File: src/rtl/jtag_shift_cmd_sched.sv
// jtag_shift_cmd_sched: command-FIFO sequencer for the JTAG shift engine; JTAG_SCHED_TIMEOUT_EN adds a watchdog
module jtag_shift_cmd_sched #(
  parameter int c_DATA_WIDTH = 32,
  parameter int c_LEN_WIDTH  = 16,
  parameter int c_MAX_LEN    = 4096,
  parameter int c_TMO_CYCLES = 1024
) (
  input  logic                    clk,
  input  logic                    rst,
  input  logic                    fifo_rempty,
  output logic                    fifo_r_en,
  input  logic [c_DATA_WIDTH-1:0] fifo_rd_data,
  output logic                    eng_start,
  output logic [1:0]              eng_op,
  output logic [c_LEN_WIDTH-1:0]  eng_len,
  output logic [c_DATA_WIDTH-1:0] tdi_data,
  output logic                    tdi_valid,
  input  logic                    tdi_ready,
  input  logic                    eng_done,
  output logic                    busy,
  output logic [15:0]             cmd_cnt,
  output logic                    err
);
  typedef enum logic [2:0] {IDLE, CMD_WAIT, DECODE, DATA_REQ, DATA_WAIT, DATA_HOLD, WAIT_DONE, DRAIN} state_t;
  localparam int c_LOG = $clog2(c_DATA_WIDTH);
  localparam logic [c_LEN_WIDTH-1:0] c_MAX = c_LEN_WIDTH'(c_MAX_LEN);
  state_t st, nxt;
  logic [c_LEN_WIDTH-1:0] wcnt, nw;
  logic [c_LEN_WIDTH:0] len_rnd;
  logic is_shift, too_long, len_zero, cmd_done, set_err, tmo_hit;
  assign len_rnd  = {1'b0, eng_len} + (c_LEN_WIDTH+1)'(c_DATA_WIDTH-1);
  assign nw       = c_LEN_WIDTH'(len_rnd >> c_LOG);
  assign is_shift = !eng_op[1];
  assign too_long = eng_len > c_MAX;
  assign len_zero = eng_len == '0;
`ifdef JTAG_SCHED_TIMEOUT_EN
  localparam int c_TW = $clog2(c_TMO_CYCLES+1);
  logic [c_TW-1:0] tmo;
  logic waiting;
  assign waiting = st == DATA_HOLD || st == WAIT_DONE;
  assign tmo_hit = (st == DATA_HOLD && !tdi_ready || st == WAIT_DONE && !eng_done) && tmo == c_TW'(c_TMO_CYCLES-1);
  always_ff @(posedge clk)
    if (rst || nxt != st || !waiting) tmo <= '0;
    else tmo <= tmo + 1'b1;
`else
  assign tmo_hit = 1'b0;
`endif
  always_ff @(posedge clk)
    if (rst) st <= IDLE;
    else st <= nxt;
  always_comb begin
    nxt = st;
    case (st)
      IDLE:      nxt = fifo_rempty ? IDLE : CMD_WAIT;
      CMD_WAIT:  nxt = DECODE;
      DECODE:    nxt = len_zero ? IDLE : (is_shift && too_long) ? DRAIN : is_shift ? DATA_REQ : WAIT_DONE;
      DATA_REQ:  nxt = fifo_rempty ? DATA_REQ : DATA_WAIT;
      DATA_WAIT: nxt = DATA_HOLD;
      DATA_HOLD: nxt = tmo_hit ? IDLE : !tdi_ready ? DATA_HOLD : (wcnt + 1'b1 < nw) ? DATA_REQ : WAIT_DONE;
      WAIT_DONE: nxt = (eng_done || tmo_hit) ? IDLE : WAIT_DONE;
      DRAIN:     nxt = (wcnt == nw) ? IDLE : DRAIN;
      default:   nxt = IDLE;
    endcase
  end
  always_comb begin
    fifo_r_en = !fifo_rempty && (st == IDLE || st == DATA_REQ || (st == DRAIN && wcnt != nw));
    eng_start = st == DECODE && !len_zero && !(is_shift && too_long);
    tdi_valid = st == DATA_HOLD;
    busy      = st != IDLE;
    cmd_done  = (st == DECODE && len_zero) || (st == WAIT_DONE && eng_done);
    set_err   = (st == DECODE && !len_zero && is_shift && too_long) || (eng_done && st != WAIT_DONE) || tmo_hit;
  end
  always_ff @(posedge clk)
    if (rst) begin
      eng_op   <= '0;
      eng_len  <= '0;
      tdi_data <= '0;
      wcnt     <= '0;
      cmd_cnt  <= '0;
      err      <= 1'b0;
    end else begin
      if (st == CMD_WAIT) begin
        eng_op  <= fifo_rd_data[c_DATA_WIDTH-1:c_DATA_WIDTH-2];
        eng_len <= fifo_rd_data[c_LEN_WIDTH-1:0];
      end
      if (st == DECODE) wcnt <= '0;
      if (st == DATA_WAIT) tdi_data <= fifo_rd_data;
      if ((st == DATA_HOLD && tdi_ready) || (st == DRAIN && fifo_r_en)) wcnt <= wcnt + 1'b1;
      if (cmd_done) cmd_cnt <= cmd_cnt + 1'b1;
      if (set_err) err <= 1'b1;
    end
endmodule
File: config.mk
export PLATFORM = sky130hd
export DESIGN_NAME = jtag_shift_cmd_sched
export DESIGN_NICKNAME = d
export VERILOG_FILES = /design/src/rtl/jtag_shift_cmd_sched.sv
export SDC_FILE = /design/constraint.sdc
export NUM_CORES = 1
export LEC_CHECK = 0
export ABC_AREA = 1
export CELL_PAD_IN_SITES_DETAIL_PLACEMENT = 1
export CELL_PAD_IN_SITES_GLOBAL_PLACEMENT = 1
export CORE_ASPECT_RATIO = 0.75
export CORE_MARGIN = 5
export CORE_UTILIZATION = 38
export CTS_CLUSTER_DIAMETER = 60
export DETAILED_ROUTE_END_ITERATION = 7
export GPL_TIMING_DRIVEN = 1
export HOLD_SLACK_MARGIN = 0.06
export PLACE_DENSITY_LB_ADDON = 0.1
export SLEW_MARGIN = 30
export SYNTH_ARGS = -nofsm -noshare
export SYNTH_HDL_FRONTEND = slang
export SYNTH_SLANG_ARGS = --single-unit
export TNS_END_PERCENT = 5
File: constraint.sdc
create_clock -name clk -period 9.1 [get_ports clk]
set_clock_uncertainty 0.2 [all_clocks]
set_input_delay 2.73 -clock clk [delete_from_list [all_inputs] [get_ports clk]]
set_output_delay 2.73 -clock clk [all_outputs]
set_load 0.02 [all_outputs]
; ---- After elaboration in Yosys (flattened, before gate mapping)
; Cells that the tools add are included.
[op_classes]
eq_ne = 10
n_lt_le_gt_ge = 2
muxes = 12
add_sub_neg = 3
reduce_logical = 25
[ops]
columns = cell, n
row1 = $add 16x1->16 const B, 2
row2 = $mux 16, 2
row3 = $mux 3, 8
row4 = $pmux 3 s8, 1
row5 = $add 16x5->17 const B, 1
row6 = $eq 16x12->1, 1
row7 = $gt 16x13->1 const B, 1
row8 = $logic_not 16->1, 1
row9 = $lt 16x12->1, 1
row10 = $ne 16x12->1, 1
row11 = $eq 3x3->1 const B, 4
row12 = $logic_and 1x1->1, 12
row13 = $eq 3x2->1 const B, 2
row14 = $logic_or 1x1->1, 5
row15 = $logic_not 1->1, 4
row16 = $eq 3x1->1 const B, 1
row17 = $logic_not 3->1, 1
row18 = $ne 3x3->1 const B, 1
row19 = $reduce_bool 3->1, 1
row20 = $reduce_bool 2->1, 1
row21 = $mux 1, 1
[word_totals]
output_inout_bits = 71
register_bits = 86
elab_cells = 59

; ---- Logic depth before layout (Yosys ltp)
; Gate-level depths: netlist of the first run.
[logic_depth]
depth_word = 8
depth_mapped = 19

; ---- Worst setup path after synthesis of the first run
; No wires, ideal clock.
[synth_timing]
path_kind = input-to-output
start = in fifo_rempty
end = out fifo_r_en
n_path_buf = 0
t_required_ns = 6.170
slack_ns = 3.068
arrival_time_ns = 3.102
path_stages = 1
path_cell_list = a31oi_1
[synth_between]
elab_chain_len = 2
[synth_rtl]
columns = element, line_no
row1 = from (decl), 10  ; input logic fifo_rempty,
row2 = $logic_not 1->1, 66  ; fifo_r_en = !fifo_rempty && (st == IDLE || st == DATA_REQ || (st == DRAIN && wcnt != nw));
row3 = $logic_and 1x1->1, 66
row4 = to (decl), 11  ; output logic fifo_r_en,
; No other way between the ends.

; ---- Final worst setup path of the first run
; Ends and elaborated chain as after synthesis.

==> impl_metrics.toml, run 1 <==
[worst_setup_path]
reg2regPathDepth = 17
cp-startpoint = "fifo_rempty"
cp_num_buf_inv = 2
ff2ff_setup_slack_ps = 5660
cp_slowest_cell = "clkdlybuf4s50_1"
cpMostUsedCell = "clkdlybuf4s50_1"
cp-start-kind = "primary input"
critPathArrivalTime_ps = 4040
cp.required_ps = 6170
worst_path_largest_cell_delay_ps = 620
end_kind = "primary output"
reg2reg_from = "wcnt[0]"
r2r_end = "st[2]"
path_cells = "clkdlybuf4s50_1, a31oi_1, clkdlybuf4s50_1"
critical_path_class = "in2out"
crit_fanout = 5
cp_top_family = "buffers and inverters"

[logic_synthesis]
syn_area_per_cell_um2 = 6.73
post_synth_and_or_nand_nor_area_fraction_pct = 32.5
ys_ff_latch = 86
synth_fa_ha_area_share_pct = 3.81
syn_nets = 735
synth_top_family_by_area = "simple AND/OR/NAND/NOR gates"
synth-xor-area-share_pct = 2.66
synth_edf_count = 0
ys_seq_area_share_pct = 37.4
muxShareOfSynthArea_pct = 0
synthArstFlopShare_pct = 0
synth_warnings = 0
synth_area_um2 = 4600
synth_flop_cell = "dfxtp_1"
yosysUniqueCellTypes = 34
synth_compound_area_share_pct = 14.7
syn_inst = 684

[pwr]
peakVddDrop_mv = 0.136
power_leakage_nw = 2.36
p_per_area_nw_per_um2 = 282

[cts]
cts_resized = 0
worstSkewPairLatency_ps = 340
cts_buffer_depth = 2
path_clk_slew_ps = 60
numCtsBuffers = 9
cts_htree_levels = 3
clock_sinks = 86
cts_tree = "done"
ctsHoldBuffers = 0
root_buffer = "clkbuf_16"
postCtsSetupRepairBufs = 0

[sta]
hold_viol = 0
fin_tns_setup_ps = 0
worst_pin_slew_ps = 763
finalSetupViolations = 0
relSlewSlack_pct = 49.0
fmax_mhz = 144
timing.final.ws_setup_ps = 2130
fin_crit_ps = 6970
rsz0062_at_grt = "no"
fin_crit_sh_pct = 76.6
slew_violations = 0

[route]
first_iter_violations = 299
routed_via_density = 5.26
drcViolationCount = 0
vias = 4979
drt-pass1-iter-count = 5
final_antenna_net_count = 0
wl_um = 16100
wire_per_inst_um = 17.0

[final_layout]
final_common_cell = "nand2_1"
final_area_um2 = 6100
diodes = 0
final_nets = 831
layout_common_cells = "nand2_1 (116), nor2_1 (111), clkdlybuf4s50_1 (107)"
syn_to_final_growth_pct = 32.5
drive_above_1_share_pct = 5.10

[die]
die_x_um = 137
die_y_um = 105
num_rows = 34
core_um2 = 11700
pin_count = 108
dieArea_um2 = 14400
start_util_pct = 39.2

[hold_path]
hp-class = "reg2reg"
hold_path_startpoint = "eng_op[0]"
hold_end = "eng_op[0]"
hold_depth = 2

[outcome]
outcome = "finished clean"

[global_routing]
antenna_found_initial = 0
grt_first_pass_wirelength_um = 25900
grt_start_max_net_pins = 63
grt-ovfl-total = 0
track_usage_pct = 22.4
grt_pass1_vias = 5141

[flow_run]
drv_cap = 0

[placed_design]
hpwl_um = 12200
placed_cell_area_um2 = 5780
dpl_worst_slack_ps = 2140
gp_congestion = 0.893
numPortBuffers = 107
flip-flops by register name, summed over array words and instances, names as in the netlist:
| name | cells |
|---|---|
| tdi_data | 32 |
| cmd_cnt | 16 |
| eng_len | 16 |
| wcnt | 16 |
| st | 3 |
| eng_op | 2 |
| err | 1 |
cell type report:
cell class	instances	area, um2
clock buffers	11	233
clock inverters	5	81.3
fillers	1542	5640
inverters	79	297
multi-input cells	494	2470
flip-flops and latches	86	1720
well taps	162	203
repair buffers	110	1090
layer usage:
layer	global-route usage (%)	part of all wire (%)
met5	0	0
met4	5.63	1.6
met3	5.10	6.5
met2	38.5	47
met1	28.3	45
worst max-delay path by stage:
stage	to	depth (start not counted)	slack, ps
after floorplan	fifo_r_en	1	3070
after global placement	fifo_r_en	3	2150
after detailed placement	fifo_r_en	3	2140
after CTS	fifo_r_en	3	2140
after global routing	fifo_r_en	3	2080
final	fifo_r_en	3	2130
metrics by stage:
stage	power [W]	hold slack (ps)	utilization (%)	std cells
global placement	0.00129	247	49.2	931
CTS	0.00173	262	51.9	947
floorplan	0.00100	264	-	684
global route	0.00183	303	51.9	947
finish	0.00172	258	51.9	947
detailed placement	0.00133	252	49.3	931
Yosys cell counts, types with 6 or more instances:
cell	number	share of area [%]
nor3_1	9	0.98
xor2_1	12	2.3
nand4_1	27	3.7
nor2_1	111	9.1
o21ai_0	64	7.0
nand3_1	48	5.2
ha_1	14	3.8
inv_1	77	6.3
a21oi_1	56	6.1
nand2_2	6	0.82
clkbuf_1	21	1.7
nand2_1	117	9.5
dfxtp_1	86	37
kinds of logic after synthesis:
logic type      after synthesis
compound gates              131
xor+xnor                     14
fa+ha+maj                    14
buf+inv                     104
flops                        86
simple gates                335
worst reg2reg max path: cells and delay by family (launching register included):
| kind | cells | cell delay, ps |
|---|---|---|
| adder cells (fa/ha/maj) | 1 | 320 |
| XOR/XNOR | 1 | 300 |
| AND/OR/NAND/NOR | 8 | 1250 |
| AO/OA/AOI/OAI | 5 | 720 |
| buffers and inverters | 2 | 140 |
| flip-flops | 1 | 400 |
power by group:
group	total (W)	internal, W	switching, W	leakage [nW]
Sequential	0.000541	0.000460	0.0000818	0.698
Clock	0.000396	0.000241	0.000155	0.150
Combinational	0.000783	0.000295	0.000488	1.51
Total	0.00172	0.000996	0.000725	2.36
(Power assumes the default switching activity.)
==> run 2: changes to the inputs <==
--- a/config.mk
+++ b/config.mk
@@ -10,7 +10,7 @@
 export CELL_PAD_IN_SITES_GLOBAL_PLACEMENT = 1
 export CORE_ASPECT_RATIO = 0.75
 export CORE_MARGIN = 5
-export CORE_UTILIZATION = 38
+export CORE_UTILIZATION = 32
 export CTS_CLUSTER_DIAMETER = 60
 export DETAILED_ROUTE_END_ITERATION = 7
 export GPL_TIMING_DRIVEN = 1
==> constraint.sdc (replaced) <==
create_clock -name clk -period 6.3 [get_ports clk]
set_clock_uncertainty 0.2 [all_clocks]
set_input_delay 1.89 -clock clk [delete_from_list [all_inputs] [get_ports clk]]
set_output_delay 1.89 -clock clk [all_outputs]
set_load 0.02 [all_outputs]
==> run 2 against run 1 <==
First-iteration DRC count fell by 2.7%; die area rose by 17%; core utilization fell by 9.0 points; routed wire length barely moved; clock power rose by 49%; largest cell class unchanged; highest routed layer unchanged.
==> impl_metrics.toml, run 2 (synthesis results as in run 1) <==
[outcome]
outcome = "finished clean"

[die]
core_um2 = 14300
start_util_pct = 32.3
num_rows = 38
die_y_um = 114
die_x_um = 148
dieArea_um2 = 16900
pin_count = 108

[sta]
fin_crit_sh_pct = 85.0
slew_violations = 0
finalSetupViolations = 0
hold_viol = 0
worst_pin_slew_ps = 742
hold_ws_ps = 259
fin_tns_setup_ps = 0
rsz0062_at_grt = "no"
relSlewSlack_pct = 50.4
fin_crit_ps = 5360
fmax_mhz = 187

[pwr]
switchingPower_w = 0.00104
fin_total_pwr_w = 0.00248
power_leakage_nw = 2.36
power_frac_seq_pct = 31.5
clockPowerShare_pct = 23.9
p_int_w = 0.00144
p_per_area_nw_per_um2 = 404
switching_share_pct = 42.0
pwr-share-comb_pct = 44.6
peakVddDrop_mv = 0.159

[worst_setup_path]
cp_slowest_cell = "clkdlybuf4s50_1"
worst_path_largest_cell_delay_ps = 550
ff2ff_setup_slack_ps = 2840
critPathArrivalTime_ps = 3270
end_kind = "primary output"
cp.required_ps = 4210
path_cells = "nor2_2, nand3_2, xor2_1, inv_1, ha_1, nor4_1, nand3_1, nor2_1, nand2_1, nor2_1, nand2_2, nand3_1, a31oi_1, clkdlybuf4s50_1"
cp-start-kind = "flop"
critical_path_class = "reg2out"
crit_fanout = 12

[hold_path]
hp-class = "reg2reg"

[final_layout]
layout_common_cells = "nand2_1 (116), nor2_1 (111), clkdlybuf4s50_1 (107)"
top_register = "tdi_data"
diodes = 0
n_fill_cell = 1838
multi_input_area_um2 = 2470
syn_to_final_growth_pct = 33.2
drive_above_1_share_pct = 5.35
final_nets = 831
ff_latch_area_um2 = 1720
final_common_cell = "nand2_1"
largest_register_ffs = 32

[route]
first_iter_violations = 291
drcViolationCount = 0
drt-pass1-iter-count = 4
vias = 4855
final_antenna_net_count = 0
wl_um = 16100
wire_per_inst_um = 16.7
routed_via_density = 5.03

[global_routing]
grt_start_max_net_pins = 54
track_usage_pct = 19.4
grt-ovfl-total = 0
grt_pass1_vias = 4943
grt_first_pass_wirelength_um = 26100
antenna_found_initial = 0

[cts]
postCtsSetupRepairBufs = 0
ctsHoldBuffers = 0
clock_sinks = 86
numCtsBuffers = 9
root_buffer = "clkbuf_16"
cts_htree_levels = 3
cts_tree = "done"
cts_resized = 0
path_clk_slew_ps = 70
cts_buffer_depth = 2
worstSkewPairLatency_ps = 360

[placed_design]
numPortBuffers = 107
gp_congestion = 0.850
hpwl_um = 12300

[flow_run]
drv_cap = 0
run 2: worst max-delay path: cells and delay by family, from the launching register on:
family                     cells  cell delay [ps]
and+or+nand+nor                9             1330
buffers and inverters          2              620
DFF                            1              330
adders and majority gates      1              280
xor gates and xnor gates       1              230
AOI/OAI and AO/OA              1              110
run 2: power groups by stage:
| stage | clock network, W | registers, W | logic [W] |
|---|---|---|---|
| 6_report | 0.000592 | 0.000780 | 0.00110 |
| 5_1_grt | 0.000626 | 0.000802 | 0.00122 |
| 4_1_cts | 0.000608 | 0.000781 | 0.00111 |
| 3_5_place_dp | 0 | 0.000792 | 0.00111 |
| 3_3_place_gp | 0 | 0.000782 | 0.00108 |
| 2_1_floorplan | 0 | 0.000887 | 0.000560 |
run 2: layout make-up:
cell class | count | share of cell area, %
Clock buffer | 9 | 3.67
Timing Repair Buffer | 110 | 17.8
Inverter | 79 | 4.84
Clock inverter | 7 | 1.59
Multi-Input combinational cell | 494 | 40.3
Tap cell | 180 | 3.67
Sequential cell | 86 | 28.1
run 2: worst paths after layout:
| kind | start | depth (start not counted) | to |
|---|---|---|---|
| setup / recovery | eng_len[2] | 14 | fifo_r_en |
| setup reg to reg | wcnt[0] | 17 | st[2] |
| hold reg to reg | eng_op[0] | 2 | eng_op[0] |
| hold / removal | eng_op[0] | 2 | eng_op[0] |
run 2: per-stage QoR:
stage | instances | setup WS, ps | util [%] | area [um2]
4_1_cts | 965 | 904 | 43.0 | 6130
3_3_place_gp | 949 | 1020 | 40.7 | 5800
6_report | 965 | 945 | 43.0 | 6130
2_1_floorplan | 684 | 1950 | - | 4600
5_1_grt | 965 | 613 | 43.0 | 6130
3_5_place_dp | 949 | 1020 | 40.7 | 5800
run 2: layer usage:
layer / GRT usage (%) / wire length (um) / up-vias
met5: 0 / 0 / -
met4: 4.49 / 216 / 0
met3: 5.56 / 987 / 18
met2: 31.0 / 7210 / 99
met1: 26.0 / 7720 / 2310
li1: - / - / 2428
==> run 3: changes to the inputs <==
--- a/config.mk
+++ b/config.mk
@@ -8,7 +8,7 @@
 export ABC_AREA = 1
 export CELL_PAD_IN_SITES_DETAIL_PLACEMENT = 1
 export CELL_PAD_IN_SITES_GLOBAL_PLACEMENT = 1
-export CORE_ASPECT_RATIO = 0.75
+export CORE_ASPECT_RATIO = 1.25
 export CORE_MARGIN = 5
 export CORE_UTILIZATION = 32
 export CTS_CLUSTER_DIAMETER = 60
==> run 3 against run 2 <==
Clock power barely moved; count of clock-buffer cells in the layout rose by 2; total power barely moved; hold slack got worse by 2.0 ps; register-to-register slack barely moved; routed wire length rose by 0.17%; global-route usage rose by 0.40 points; critical path depth did not move; fmax fell by 0.39%; sequential power barely moved.
==> impl_metrics.toml, run 3 (synthesis results as in run 1) <==
[global_routing]
grt_first_pass_wirelength_um = 26000
grt_pass1_vias = 4993
grt-ovfl-total = 0
grt_start_max_net_pins = 38
track_usage_pct = 19.8
antenna_found_initial = 0

[sta]
slew_violations = 0
relSlewSlack_pct = 45.7
fmax_mhz = 186
fin_crit_sh_pct = 85.3
rsz0062_at_grt = "no"
fin_crit_ps = 5380
worst_pin_slew_ps = 814
fin_tns_setup_ps = 0
hold_viol = 0
finalSetupViolations = 0
timing.final.ws_setup_ps = 924

[die]
die_y_um = 144
dieArea_um2 = 16900
core_um2 = 14300
start_util_pct = 32.2
num_rows = 49
die_x_um = 117
pin_count = 108

[cts]
clock_sinks = 86
cts_buffer_depth = 2
numCtsBuffers = 9
worstSkewPairLatency_ps = 350
cts_tree = "done"
cts_resized = 0
ctsHoldBuffers = 0
path_clk_slew_ps = 70
root_buffer = "clkbuf_16"
cts_htree_levels = 3
postCtsSetupRepairBufs = 0

[pwr]
p_per_area_nw_per_um2 = 404
power_leakage_nw = 2.37
peakVddDrop_mv = 0.195
fin_total_pwr_w = 0.00248

[placed_design]
placed_cells = 947
hpwl_um = 12500
gp_congestion = 0.893
dpl_worst_slack_ps = 1020
numPortBuffers = 107

[route]
first_iter_violations = 240
final_antenna_net_count = 0
wire_per_inst_um = 16.8
drcViolationCount = 0
drt-pass1-iter-count = 6
routed_via_density = 5.02
wl_um = 16200
vias = 4831

[worst_setup_path]
critical_path_class = "reg2out"
cp.required_ps = 4210
critPathArrivalTime_ps = 3290
reg2regPathDepth = 17
crit_fanout = 12
end_kind = "primary output"
cp-start-kind = "flop"

[final_layout]
ff_latch_area_um2 = 1720
largest_register_ffs = 32
syn_to_final_growth_pct = 33.4
fin_cells = 963
final_util_pct = 43.0
final_nets = 831
multi_input_area_um2 = 2470
diodes = 0
top_register = "tdi_data"
drive_above_1_share_pct = 5.35
final_common_cell = "nand2_1"
layout_common_cells = "nand2_1 (116), nor2_1 (111), clkdlybuf4s50_1 (107)"
n_fill_cell = 1815

[hold_path]
hold_depth = 2
hp-class = "reg2reg"

[flow_run]
drv_cap = 0

[outcome]
outcome = "finished clean"
## run 3: cell type report
cell class	count	share of cell area [%]
timing repair buffer	110	17.8
multi-input combinational	494	40.2
clock buffer	11	4.12
sequential	86	28.0
clock inverter	5	1.32
inverter	79	4.83
tap	178	3.63
## run 3: path summary, 6_finish.rpt
| path | start | endpoint | slack (ps) |
|---|---|---|---|
| worst max-delay path | eng_len[2] | fifo_r_en | 920 |
| worst min-delay path | eng_op[0] | eng_op[0] | 260 |
| worst max register to register | wcnt[1] | st[2] | 2840 |
| worst min register to register | eng_op[0] | eng_op[0] | 260 |
## run 3: power by group
| part | internal [W] | switching, W |
|---|---|---|
| combinational | 0.000424 | 0.000681 |
| clock | 0.000369 | 0.000224 |
| sequential | 0.000664 | 0.000115 |
## run 3: stage by stage
step                      hold slack (ps)  cell area [um2]
after floorplan                       264             4600
after global placement                241             5800
after detailed placement              247             5800
after CTS                             258             6140
after global routing                  286             6140
final                                 257             6140
## run 3: layer usage
metal	GRT usage [%]	share of wire [%]
met2	33.8	50
met5	0	0
met4	7.49	2.4
met1	23.1	43
met3	5.78	4.8
## run 3: worst max-delay path, cell delays in order, from the launching register on
cell,delay [ps]
dfxtp_1,330
nor2_2,140
nand3_2,250
xor2_1,220
inv_1,70
ha_1,280
nor4_1,260
nand3_1,110
nor2_1,100
nand2_1,50
nor2_1,140
nand2_2,100
nand3_1,180
a31oi_1,120
clkdlybuf4s50_1,570
